[src/rtl/hrm_pkg.sv]
// hrm_pkg: shared types for the memory access sequencer
package hrm_pkg;
  typedef enum logic [2:0] {IDLE, LDA, PW, LDI, DW, WR, FIN} mem_seq_state_t;
endpackage

[src/rtl/mem_seq.sv]
// mem_seq: sequences srcA/wAR/wM/mmio strobes for direct and indirect data-memory accesses
module mem_seq
  import hrm_pkg::*;
#(
  parameter int         RD_LAT    = 1,
  parameter logic [7:0] MMIO_BASE = 8'hF0
) (
  input  logic       clk,
  input  logic       rst_n,
  input  logic       start,
  input  logic       wr,
  input  logic       indirect,
  input  logic [7:0] addr,
  input  logic [7:0] M,
  output logic       busy,
  output logic       done,
  output logic       srcA,
  output logic       wAR,
  output logic       wM,
  output logic       mmio,
  output logic [7:0] ADDR,
  output logic [7:0] ea
);
  localparam logic [2:0] LAT_M1 = 3'(RD_LAT - 1);
  mem_seq_state_t state_q, state_d;
  logic [2:0] cnt_q, cnt_d;
  logic       wr_q, wr_d, ind_q, ind_d;
  logic [7:0] addr_q, addr_d, ea_q, ea_d;
  // state, wait counter and latched request; reset drops every strobe at once
  always_ff @(posedge clk or negedge rst_n) begin
    if (!rst_n) begin
      state_q <= IDLE;
      cnt_q   <= '0;
      wr_q    <= 1'b0;
      ind_q   <= 1'b0;
      addr_q  <= '0;
      ea_q    <= '0;
    end else begin
      state_q <= state_d;
      cnt_q   <= cnt_d;
      wr_q    <= wr_d;
      ind_q   <= ind_d;
      addr_q  <= addr_d;
      ea_q    <= ea_d;
    end
  end
  // next state, counter reload on entry to a wait, and Moore strobe decode
  always_comb begin
    state_d = state_q;
    cnt_d   = cnt_q;
    wr_d    = wr_q;
    ind_d   = ind_q;
    addr_d  = addr_q;
    ea_d    = ea_q;
    case (state_q)
      IDLE: if (start) begin
        state_d = LDA;
        wr_d    = wr;
        ind_d   = indirect;
        addr_d  = addr;
        ea_d    = addr;
      end
      LDA: begin
        state_d = ind_q ? PW : (wr_q ? WR : DW);
        cnt_d   = LAT_M1;
      end
      PW: begin
        state_d = cnt_q == 3'd0 ? LDI : PW;
        cnt_d   = cnt_q == 3'd0 ? 3'd0 : cnt_q - 3'd1;
      end
      LDI: begin
        ea_d    = M;
        state_d = wr_q ? WR : DW;
        cnt_d   = LAT_M1;
      end
      DW: begin
        state_d = cnt_q == 3'd0 ? FIN : DW;
        cnt_d   = cnt_q == 3'd0 ? 3'd0 : cnt_q - 3'd1;
      end
      WR:      state_d = FIN;
      FIN:     state_d = IDLE;
      default: state_d = IDLE;
    endcase
    busy = state_q != IDLE;
    done = state_q == FIN;
    srcA = state_q == LDI;
    wAR  = state_q == LDA || state_q == LDI;
    wM   = state_q == WR;
    mmio = state_q == WR && ea_q >= MMIO_BASE;
  end
  assign ADDR = addr_q;
  assign ea   = ea_q;
endmodule

[config.mk]
export PLATFORM = sky130hd
export DESIGN_NAME = mem_seq
export DESIGN_NICKNAME = d
export VERILOG_FILES = /design/src/rtl/hrm_pkg.sv /design/src/rtl/mem_seq.sv
export SDC_FILE = /design/constraint.sdc
export NUM_CORES = 1
export LEC_CHECK = 0
export BUFFER_PORTS_ARGS = -buffer_cell sky130_fd_sc_hd__buf_4
export CORE_MARGIN = 4
export CORE_UTILIZATION = 43
export CTS_BUF_LIST = sky130_fd_sc_hd__clkbuf_16
export DETAILED_ROUTE_END_ITERATION = 10
export PLACE_DENSITY = 0.74
export SLEW_MARGIN = 40
export SYNTH_ARGS = -nofsm -noshare
export SYNTH_HDL_FRONTEND = slang
export SYNTH_SLANG_ARGS = --single-unit
[constraint.sdc]
create_clock -name clk -period 1.5 [get_ports clk]
set_input_delay 0.3 -clock clk [delete_from_list [all_inputs] [get_ports clk]]
set_output_delay 0.3 -clock clk [all_outputs]
set_load 0.01 [all_outputs]
# [After elaboration in Yosys (flattened, before gate mapping)]
# Cells that the tools add are included.
[word_totals] in_bits=21 output_inout_bits=22 regBits=24
[classes] order_cmp=1 eq_ne=7 n_reduce_logical=11 addsub=1 muxes=10
[ops] operator="3-bit one-hot mux with 6 select lines" n=1
[ops] operator="8-bit one-hot mux with 2 select lines" n=1
[ops] operator="3-bit equality test, second input constant" n=3
[ops] operator="3-bit two-way mux" n=3
[ops] operator="8-bit >= comparator, second input constant" n=1
[ops] operator="8-bit two-way mux" n=1
[ops] operator="3-bit by 2-bit equality test with 1-bit output, second input constant" n=2
[ops] operator="3-bit zero test" n=2
[ops] operator="3-bit one-hot mux with 2 select lines" n=1
[ops] operator="2-bit AND reduction" n=2
[ops] operator="2-bit nonzero test" n=2
[ops] operator="2-bit OR reduction" n=2
[ops] operator="3-bit by 1-bit equality test with 1-bit output, second input constant" n=1
[ops] operator="3-bit nonzero test" n=1
[ops] operator="3-bit by 1-bit subtractor with 3-bit output, second input constant" n=1
[ops] operator="1-bit two-way mux" n=2
[ops] operator="2-bit two-way mux" n=1
[ops] operator="2-bit != test, second input constant" n=1
[ops] operator="1-bit logical AND" n=1
[ops] operator="1-bit logical OR" n=1

# [Longest topological paths before layout]
# Gate-level depths: netlist of the first run.
[logic_depth] ltp_word=3 ltp_mapped=6

# [Least setup slack after synthesis of the first run]
# OpenSTA, ideal clock, no wires.
[synth_timing] kind="register to register" startpoint="register state_q[0]" endpoint="register addr_q[0], in the netlist ADDR[0]" t_required_ns=1.375 setup_ns=0.125 path_stages_with_launch=5 path_buffers=2 arrival_time_ns=1.453 slack_ns=-0.078 path_cell_list="dfrtp_1 -> buf_6 -> nor4b_4 -> buf_6 -> mux2_2"
[synth_between] elab_chain_cells=2
[synth_lines] item="start: declaration" line_no="mem_seq.sv:25" text="mem_seq_state_t state_q, state_d;"
[synth_lines] item="start signal: assignment" line_no="mem_seq.sv:39" text="state_q <= state_d;"
[synth_lines] item="3-bit zero test" line_no="mem_seq.sv:55" text="case (state_q)"
[synth_lines] item="2-bit AND reduction (no source line)"
[synth_lines] item="end signal: assignment" line_no="mem_seq.sv:43" text="addr_q <= addr_d;"
[synth_lines] item="end: declaration" line_no="mem_seq.sv:28" text="logic [7:0] addr_q, addr_d, ea_q, ea_d;"
# Every way passes these cells.
# A chain may end at the register's enable or synchronous reset.

# [Worst setup path in the final report of the first run]
[layout_timing] startpoint="register state_q[0]" endpoint="register ind_q"
[layout_between] elab_chain_cells=2
[layout_lines] item="3-bit zero test" line_no="mem_seq.sv:55"
[layout_lines] item="2-bit AND reduction (no source line)"
[layout_lines] item="end signal: assignment" line_no="mem_seq.sv:42" text="ind_q <= ind_d;"
[layout_lines] item="end: declaration" line_no="mem_seq.sv:27" text="logic wr_q, wr_d, ind_q, ind_d;"
# Every way passes these cells.

==> results of run 1 <==
-- layer usage --
layer,GRT usage [%],wire [microns],vias up
li1,-,-,507
met3,5.53,247,6
met4,3.41,32,0
met2,35.6,1740,42
met5,0,0,-
met1,22.5,1390,542
-- worst reg2reg max path, delay by kind of cell, from the launching register on --
| family | cells | cell delay (ns) |
|---|---|---|
| buf+inv | 3 | 0.51 |
| flops | 1 | 0.44 |
| mux | 1 | 0.33 |
| simple gates | 1 | 0.25 |
-- how the worst max path moves through the flow --
stage,from,depth (start not counted),end,slack (ns)
floorplan,state_q[0],4,ADDR[0],-0.08
global placement,cnt_q[0],5,state_q[0],0.08
detailed placement,state_q[0],3,ADDR[4],0.04
CTS,state_q[0],3,busy,-0.11
global route,state_q[0],5,ind_q,-0.16
finish,state_q[0],5,ind_q,-0.13
-- synthesized netlist by cell type --
master and n:
o221ai_1 1, a21o_1 9, inv_1 4, o211ai_1 3
nor4b_4 1, nand4_1 1, buf_6 2, o22ai_1 1
nand3_1 1, a22o_1 8, nor3b_1 2, mux2i_1 2
nand2b_1 1, mux2_2 10, ha_1 2, a2bb2oi_1 1
or3_1 2, a21oi_1 2, and3b_1 1, nand2_1 3
nor2_1 5, o21ai_0 2, a31oi_1 1, a22oi_1 1
clkbuf_1 2, buf_2 2, or2_2 1, dfrtp_1 24
nor2b_1 5, and3_1 1
-- cell usage in the layout (no fill, tap or decap), types with 4 or more instances in the layout --
cell type,synthesis,final
a21o_1,9,9
a22o_1,8,8
inv_1,4,4
mux2_2,10,10
buf_4,0,60
buf_6,2,7
dfrtp_1,24,22
clkbuf_16,0,4
-- repair_timing --
action	4_1_cts	5_1_grt
setup buffers	8	4
hold buffers	1	0
hold endpoints to repair	24	0
pin swaps	2	0
cloned	0	1
gates resized for setup	12	10
setup endpoints to repair	7	25
-- kinds of logic after synthesis --
group	synth area share, %
AO/OA/AOI/OAI	18.4
adder cells (fa/ha/maj)	2.12
buffers and inverters	4.66
flip-flops	50.8
multiplexers	11.2
AND/OR/NAND/NOR	12.8
-- registers in the layout, summed over array words and instances, names as in the netlist --
signal / flops
ADDR: 8
cnt_q: 3
ea: 8
ind_q: 1
state_q: 3
wr_q: 1
-- power by group through the flow --
stage          Combinational (W)  Clock, W  Sequential, W
6_report                 0.00214  0.000775        0.00116
4_1_cts                  0.00193  0.000770        0.00115
2_1_floorplan           0.000815         0        0.00122
5_1_grt                  0.00228  0.000811        0.00119
3_5_place_dp             0.00166         0        0.00117
3_3_place_gp             0.00162         0        0.00117
-- metrics by stage --
stage	cells	area [sq um]	setup TNS [ns]	total power, W
detailed placement	181	1610	0	0.00283
CTS	194	1820	-0.835	0.00385
global placement	181	1610	0	0.00278
global route	199	1920	-2.50	0.00428
finish	199	1920	-1.72	0.00408
floorplan	101	1180	-0.779	0.00203
-- cell type report --
class | count | area (sq um)
fill | 168 | 628
sequential | 24 | 603
timing repair buffer | 70 | 584
multi-input combinational | 67 | 572
clock buffer | 3 | 75.1
tap | 30 | 37.5
clock inverter | 1 | 30.0
inverter | 4 | 15.0
==> results by group, run 1 <==
GRT
  – Grt ovf: 0
  – First-pass GRT wire length: 5250 microns
  – Largest net degree at the start of global routing: 25
  – GRT Total Usage: 19.3%
  – Number of global-route vias before repair: 1126
  – Initial antenna violation count: 0

Timing
  – Hold Fails Final Rpt: 0
  – Slack of the critical path: -0.134 ns
  – Clock Skews: 0.00626 ns
  – Final setup viols: 22
  – Final hold slack: 0.278 ns
  – Peak Freq: a little over 600 MHz
  – Final worst path period share: 109%
  – Slew HR: 79.1%
  – Slew Viols, Final: 0
  – Tightest Pin Transition: 0.313 ns
  – Unrepaired setup endpoints after global routing: true
  – Tmin final: approximately 1.6 ns

Detailed routing
  – DR vias: 1097
  – DRT Pass-1 Iters: 4
  – # DRC: 0
  – DR WL/cell: ~17 microns
  – Final ANT Viol Nets: 0
  – DRT iter0 DRCs: 49
  – Final WL: between 3000 and 4000 microns
  – Routed vias/inst: approximately 5.5

Power
  – Switching power: ~0.0014 W
  – Clk pwr share: a little under a fifth
  – Sequential Power Share: roughly 28%
  – Int Pwr: approximately 0.0027 W
  – Combinational power share: 52.5%
  – Sw Share: about a third
  – Leakage: approximately 0.98 nW
  – Pwr dens: approximately 2100 nW/um^2
  – Peak supply drop: around 1300 uV

Place
  – HPWL Detailed: ~2100 microns
  – Pre-CTS WS: between 0.03 and 0.04 ns
  – Port bufs: 42
  – Gpl congestion: approximately 0.89

Critical path
  – Reg2reg start: state_q[0]
  – R2R cell count: 5
  – CP Capture Type: flip-flop
  – CP Max Fanout: 8
  – Cell Chain, Critical Path: buf_4, nor4b_4, buf_4, clkbuf_16, mux2_2
  – Critical-path top delay cell: dfrtp_2
  – Crit path arrival time: around 1.8 ns
  – Buf/Inv on CP: 3
  – Cell mode on critical path: buf_4
  – Worst flop-to-flop path endpoint: ind_q
  – Critical path startpoint category: flip-flop
  – CP delay by family, top: buffers and inverters
  – Worst EP required: ~1.6 ns
  – Reg2Reg Setup Slack: -0.13 ns
  – Critical path class: flip-flop to flip-flop
  – Worst path max stage delay: 0.44 ns

Clock tree
  – Latest clock arrival within the worst-skew pair: 0.26 ns
  – Clk sinks: 24
  – CTS root buf: clkbuf_16
  – Max Root-Sink Buffers: 2
  – CTS clk-pin slew, worst paths: about 0.060 ns
  – CTS tree: built
  – Clock buffer count from CTS: 3
  – H-tree depth: 1

Synth
  – Post-synth top area cell: dfrtp_1
  – Mapped Nets: 124
  – Post-synthesis area per instance: around 12 sq um
  – Mapped Cells: approximately 100
  – Syn. warnings: 0
  – Register area share after synthesis: between 50% and 60%
  – Yosys cell types: 30
  – Synth Cell Area: about 1200 sq um
  – Top-area cell type share of the netlist area: around 51%
  – Top post-synthesis cells by area: dfrtp_1 51%, mux2_2 9.5%, a22o_1 5.9%, a21o_1 5.7%, nor2b_1 2.6%
  – Yosys reg bits: 24

Hold path
  – Worst hold start: indirect
  – Min-Delay Path Depth: 2
  – WHS Endpoint: ind_q
  – Worst Hold Class: primary input to flip-flop

Layout
  – Final core utilization: roughly three quarters
  – Nets@finish: 193
  – Synth-to-Final Area Change: 62.1%
  – Ant diodes: 0
  – Layout cells sized above 1: 58.0%

Floorplan
  – I/O pin count: between 40 and 50
  – Row Count: 18
  – Initial core utilization: between 40% and 50%
  – Die Wd: 60.4 microns
  – Die area: around 3700 sq um
  – Core ar.: 2540 sq um
  – Die extent in y: 60.4 microns

Status
  – Failing checks: setup timing
  – Outcome: finished with violations

Run
  – Max cap viols: 0
Power figures use the tool's default switching activity.
==> inputs of run 2 (changes only) <==
--- a/config.mk
+++ b/config.mk
@@ -6,8 +6,9 @@
 export NUM_CORES = 1
 export LEC_CHECK = 0
 export BUFFER_PORTS_ARGS = -buffer_cell sky130_fd_sc_hd__buf_4
+export CAP_MARGIN = 20
 export CORE_MARGIN = 4
-export CORE_UTILIZATION = 43
+export CORE_UTILIZATION = 45
 export CTS_BUF_LIST = sky130_fd_sc_hd__clkbuf_16
 export DETAILED_ROUTE_END_ITERATION = 10
 export PLACE_DENSITY = 0.74
==> constraint.sdc (replaced) <==
create_clock -name clk -period 1.73 [get_ports clk]
set_input_delay 0.346 -clock clk [delete_from_list [all_inputs] [get_ports clk]]
set_output_delay 0.346 -clock clk [all_outputs]
set_load 0.01 [all_outputs]
==> run 2 against run 1 <==
The run now ends clean. Via count down 11%. Power down 25%. Die area down 3.9%. Worst hold slack better by 0.041 ns. Clock skew down 0.0042 ns. Register-to-register slack better by 0.25 ns. Sequential cell count unchanged. Sequential power down 10%. Clock power down 16%. First-iteration DRC count up 33%. Critical path type is now flip-flop to output pin. Critical endpoint is now busy. Largest cell class unchanged.
==> results by group, run 2 (synthesis results as in run 1) <==
Status
  – Outcome: complete, no violations

Place
  – Port bufs: between 40 and 50
  – HPWL Detailed: between 1500 and 2000 microns
  – Area after DPL: between 1500 and 2000 sq um
  – Gpl congestion: about 0.82
  – Placed cells: 171
  – Pre-CTS WS: 0.114 ns

Timing
  – Tightest Pin Transition: 0.566 ns
  – Hold Fails Final Rpt: 0
  – Slew Viols, Final: 0
  – Final setup viols: 0
  – Tmin final: 1.69 ns
  – Slack of the critical path: about 0.040 ns
  – Slew HR: slightly above 60%
  – Unrepaired setup endpoints after global routing: false
  – Clock Skews: between 0.002 and 0.0025 ns
  – TNS Setup: 0 ns
  – Final worst path period share: a little over nine tenths
  – Peak Freq: between 500 and 600 MHz

Layout
  – Fin area: 1690 sq um
  – Ant diodes: 0
  – Most frequent cells in the layout: 47 x buf_4, 21 x dfrtp_1, 10 x mux2_2
  – Non-filler instance count after layout: about 180
  – Leading cell type in the layout, fill and taps excluded: buf_4
  – Layout cells sized above 1: 47.0%
  – Nets@finish: 173
  – Synth-to-Final Area Change: 42.6%

Hold path
  – Worst hold start: wr
  – Worst Hold Class: primary input to flip-flop

Floorplan
  – Die extent in y: 59.3 microns
  – Die area: 3510 sq um
  – Die Wd: roughly 59 microns
  – Initial core utilization: a little under half
  – Core ar.: between 2000 and 2500 sq um
  – Row Count: 18
  – I/O pin count: 43

GRT
  – Initial antenna violation count: 0
  – Grt ovf: 0
  – Largest net degree at the start of global routing: 25
  – GRT Total Usage: between 10% and 20%
  – First-pass GRT wire length: about 4500 microns
  – Number of global-route vias before repair: 1024

Clock tree
  – H-tree depth: 1
  – Latest clock arrival within the worst-skew pair: 0.25 ns
  – Clock buffer count from CTS: 3
  – Clk sinks: 24
  – CTS root buf: clkbuf_16
  – CTS tree: built
  – Max Root-Sink Buffers: 2
  – CTS clk-pin slew, worst paths: ~0.06 ns

Power
  – Pwr dens: 1810 nW/um^2
  – Leakage: 0.854 nW
  – Peak supply drop: between 1000 and 1500 uV

Critical path
  – CP Capture Type: output pin
  – CP Max Fanout: 7
  – Critical path startpoint category: flip-flop
  – Worst EP required: 1.38 ns
  – Reg2reg start: cnt_q[0]
  – CP startpoint: state_q[1]
  – Crit path arrival time: around 1.3 ns
  – Critical path class: flip-flop to output pin

Detailed routing
  – DRT Pass-1 Iters: 4
  – DR WL/cell: between 10 and 15 microns
  – DRT iter0 DRCs: 65
  – Routed vias/inst: between 5 and 6
  – # DRC: 0
  – Final ANT Viol Nets: 0
  – Final WL: about 2600 microns
  – DR vias: about 970

Run
  – Max cap viols: 0
-- run 2: cell types whose count changed in the layout (fill, tap and decap cells not counted), sizes merged --
cell    before  now
buf         68   49
clkbuf       4    3
-- run 2: path summary, 6_finish.rpt --
check | to | slack, ns | depth (start not counted)
worst min-delay path | wr_q | 0.32 | 2
worst max-delay path | busy | 0.04 | 3
worst min register to register | ea[0] | 0.48 | 1
max in group asynchronous | state_q[1] | 0.96 | 2
worst max register to register | state_q[0] | 0.12 | 5
min in group asynchronous | ea[0] | 0.52 | 2
-- run 2: where the power goes --
part           switching, W  internal [W]  leakage, nW  total (W)
Sequential         0.000222      0.000820        0.293    0.00104
Clock              0.000190      0.000460       0.0511   0.000649
Combinational      0.000572      0.000782        0.511    0.00135
-- run 2: layout make-up --
cell class,count,area (sq um)
Clock buffer,3,75.1
Clock inverter,1,30.0
Fill cell,206,813
Inverter,4,15.0
Multi-Input combinational cell,67,531
Sequential cell,24,604
Tap cell,30,37.5
Timing Repair Buffer,50,394
-- run 2: critical path: stages, from the launching register on --
cell     delay [ns]
dfrtp_2        0.47
buf_4          0.18
or3_1          0.30
buf_4          0.15
-- run 2: metrics by stage --
stage / utilization (%) / power (W) / hold WS (ns)
detailed placement: 61.5 / 0.00233 / 0.258
CTS: 66.9 / 0.00304 / 0.316
finish: 67.5 / 0.00304 / 0.320
global placement: 61.5 / 0.00230 / 0.258
floorplan: - / 0.00176 / 0.0504
global route: 67.5 / 0.00324 / 0.316
-- run 2: repair_timing --
item,4_1_cts,5_1_grt
setup endpoints to repair,2,4
hold buffers,1,0
buffers inserted,2,1
hold endpoints to repair,24,0
resized for setup,3,3
-- run 2: per-layer routing --
layer  GRT usage [%]  up-vias  routed length [microns]
li1                -      459                        -
met1            20.6      470                     1140
met2            26.8       35                     1280
met3            4.14       10                      142
met4            9.06        0                       78
met5               0        -                        0
==> inputs of run 3 (changes only) <==
==> constraint.sdc (replaced) <==
create_clock -name clk -period 1.87 [get_ports clk]
set_input_delay 0.374 -clock clk [delete_from_list [all_inputs] [get_ports clk]]
set_output_delay 0.374 -clock clk [all_outputs]
set_load 0.01 [all_outputs]
==> run 3 against run 2 <==
Global-route usage rose by 1.5 points. Setup slack better by 0.064 ns. Combinational power is 11% lower. Worst hold slack worse by 0.31 ns. Sequential power fell by 9%. Largest power group unchanged.
==> results by group, run 3 (synthesis results as in run 1) <==
Detailed routing
  – DR vias: about 970
  – DR WL/cell: ~15 microns
  – Final ANT Viol Nets: 0
  – DRT Pass-1 Iters: 4
  – Routed vias/inst: 5.55
  – DRT iter0 DRCs: 67
  – # DRC: 0
  – Final WL: roughly 2700 microns

Floorplan
  – Initial core utilization: 47.3%
  – Core ar.: approximately 2500 sq um
  – Row Count: 18
  – Die area: about 3500 sq um
  – Die Wd: approximately 59 microns
  – I/O pin count: 43
  – Die extent in y: between 50 and 60 microns

Power
  – Combinational power share: 46.2%
  – Sw Share: 34.7%
  – Clk pwr share: between 10% and 20%
  – Sequential Power Share: approximately 37%
  – Pwr dens: ~1600 nW/um^2
  – Int Pwr: roughly 0.0017 W
  – Peak supply drop: 912 uV
  – Switching power: 0.000904 W
  – Leakage: roughly 0.8 nW

Timing
  – Final setup viols: 0
  – Peak Freq: between 500 and 600 MHz
  – Clock Skews: 0.00162 ns
  – Slew Viols, Final: 0
  – Final worst path period share: between 90% and 100%
  – TNS Setup: 0 ns
  – Tightest Pin Transition: about 0.50 ns
  – Hold Fails Final Rpt: 0
  – Tmin final: between 1.5 and 2 ns
  – Final hold slack: roughly 0.012 ns
  – Unrepaired setup endpoints after global routing: false
  – Slew HR: 66.4%

Clock tree
  – Max Root-Sink Buffers: 2
  – H-tree depth: 1
  – CTS root buf: clkbuf_16
  – Latest clock arrival within the worst-skew pair: between 0.2 and 0.3 ns
  – CTS tree: built
  – Hold Buf Count CTS: 0
  – Clock buffer count from CTS: 3
  – CTS clk-pin slew, worst paths: approximately 0.060 ns
  – Clk sinks: 24

Critical path
  – Critical path startpoint category: flip-flop
  – Critical path class: flip-flop to output pin
  – CP Capture Type: output pin
  – CP Max Fanout: 10
  – Crit path arrival time: 1.39 ns
  – Worst EP required: approximately 1.5 ns

Layout
  – Ant diodes: 0
  – Nets@finish: 169
  – Leading cell type in the layout, fill and taps excluded: buf_4
  – Layout cells sized above 1: ~44%
  – Synth-to-Final Area Change: 35.7%
  – Final core utilization: between 60% and 70%
  – Most frequent cells in the layout: 46 x buf_4, 24 x dfrtp_1, 10 x mux2_2

Place
  – Gpl congestion: 0.810
  – HPWL Detailed: 1970 microns
  – Port bufs: 42

Hold path
  – Worst Hold Class: primary input to async pin

GRT
  – Initial antenna violation count: 0
  – Grt ovf: 0
  – GRT Total Usage: between 10% and 20%
  – Number of global-route vias before repair: approximately 1k
  – First-pass GRT wire length: 4870 microns
  – Largest net degree at the start of global routing: 25

Run
  – Max cap viols: 0

Status
  – Outcome: complete, no violations
-- run 3: area by class of cell --
cell class | instances | area (sq um)
clock buffer | 3 | 75.1
fill | 212 | 896
inverter | 4 | 15.0
multi-input combinational | 67 | 531
sequential | 24 | 601
tap | 30 | 37.5
timing repair buffer | 46 | 345
-- run 3: metrics by stage --
stage          instances  worst slack (ns)  area [sq um]  power [W]
6_report             174             0.105          1600    0.00260
5_1_grt              174            0.0140          1600    0.00280
4_1_cts              174            0.0372          1600    0.00262
3_5_place_dp         171             0.288          1530    0.00216
3_3_place_gp         171             0.359          1530    0.00211
2_1_floorplan        101             0.292          1180    0.00163
-- run 3: path summary, 6_finish.rpt --
path / end / slack, ns / cells after the start / from
setup / recovery: busy / 0.10 / 3 / state_q[2]
max in group asynchronous: ADDR[1] / 1.62 / 1 / rst_n
setup reg to reg: ea[5] / 0.30 / 3 / state_q[1]
hold reg to reg: ea[3] / 0.49 / 1 / ea[3]
min in group clk: wr_q / 0.35 / 2 / wr
hold / removal: cnt_q[1] / 0.01 / 1 / rst_n
-- run 3: layer usage --
metal  part of all wire (%)  routed length, microns  vias up  track usage [%]
li1                       -                       -      455                -
met1                     40                    1080      476             23.8
met2                     51                    1380       30             29.3
met3                    7.5                     203        5             5.45
met4                    1.0                      28        0             4.85
met5                      0                       0        -                0
-- run 3: power by group through the flow --
stage               registers, W  logic, W  clock network [W]
global route            0.000984   0.00133           0.000485
finish                  0.000949   0.00120           0.000452
CTS                     0.000950   0.00122           0.000457
global placement        0.000937   0.00118                  0
detailed placement      0.000954   0.00120                  0
floorplan               0.000977  0.000653                  0
-- run 3: critical path: stages, from the launching register on --
cell	delay, ns
dfrtp_1	0.44
buf_4	0.19
or3_1	0.36
buf_4	0.15
-- run 3: repair_timing --
item	CTS	global route
endpoints found under the setup margin	0	2
buffers inserted	0	0
resized for setup	0	2
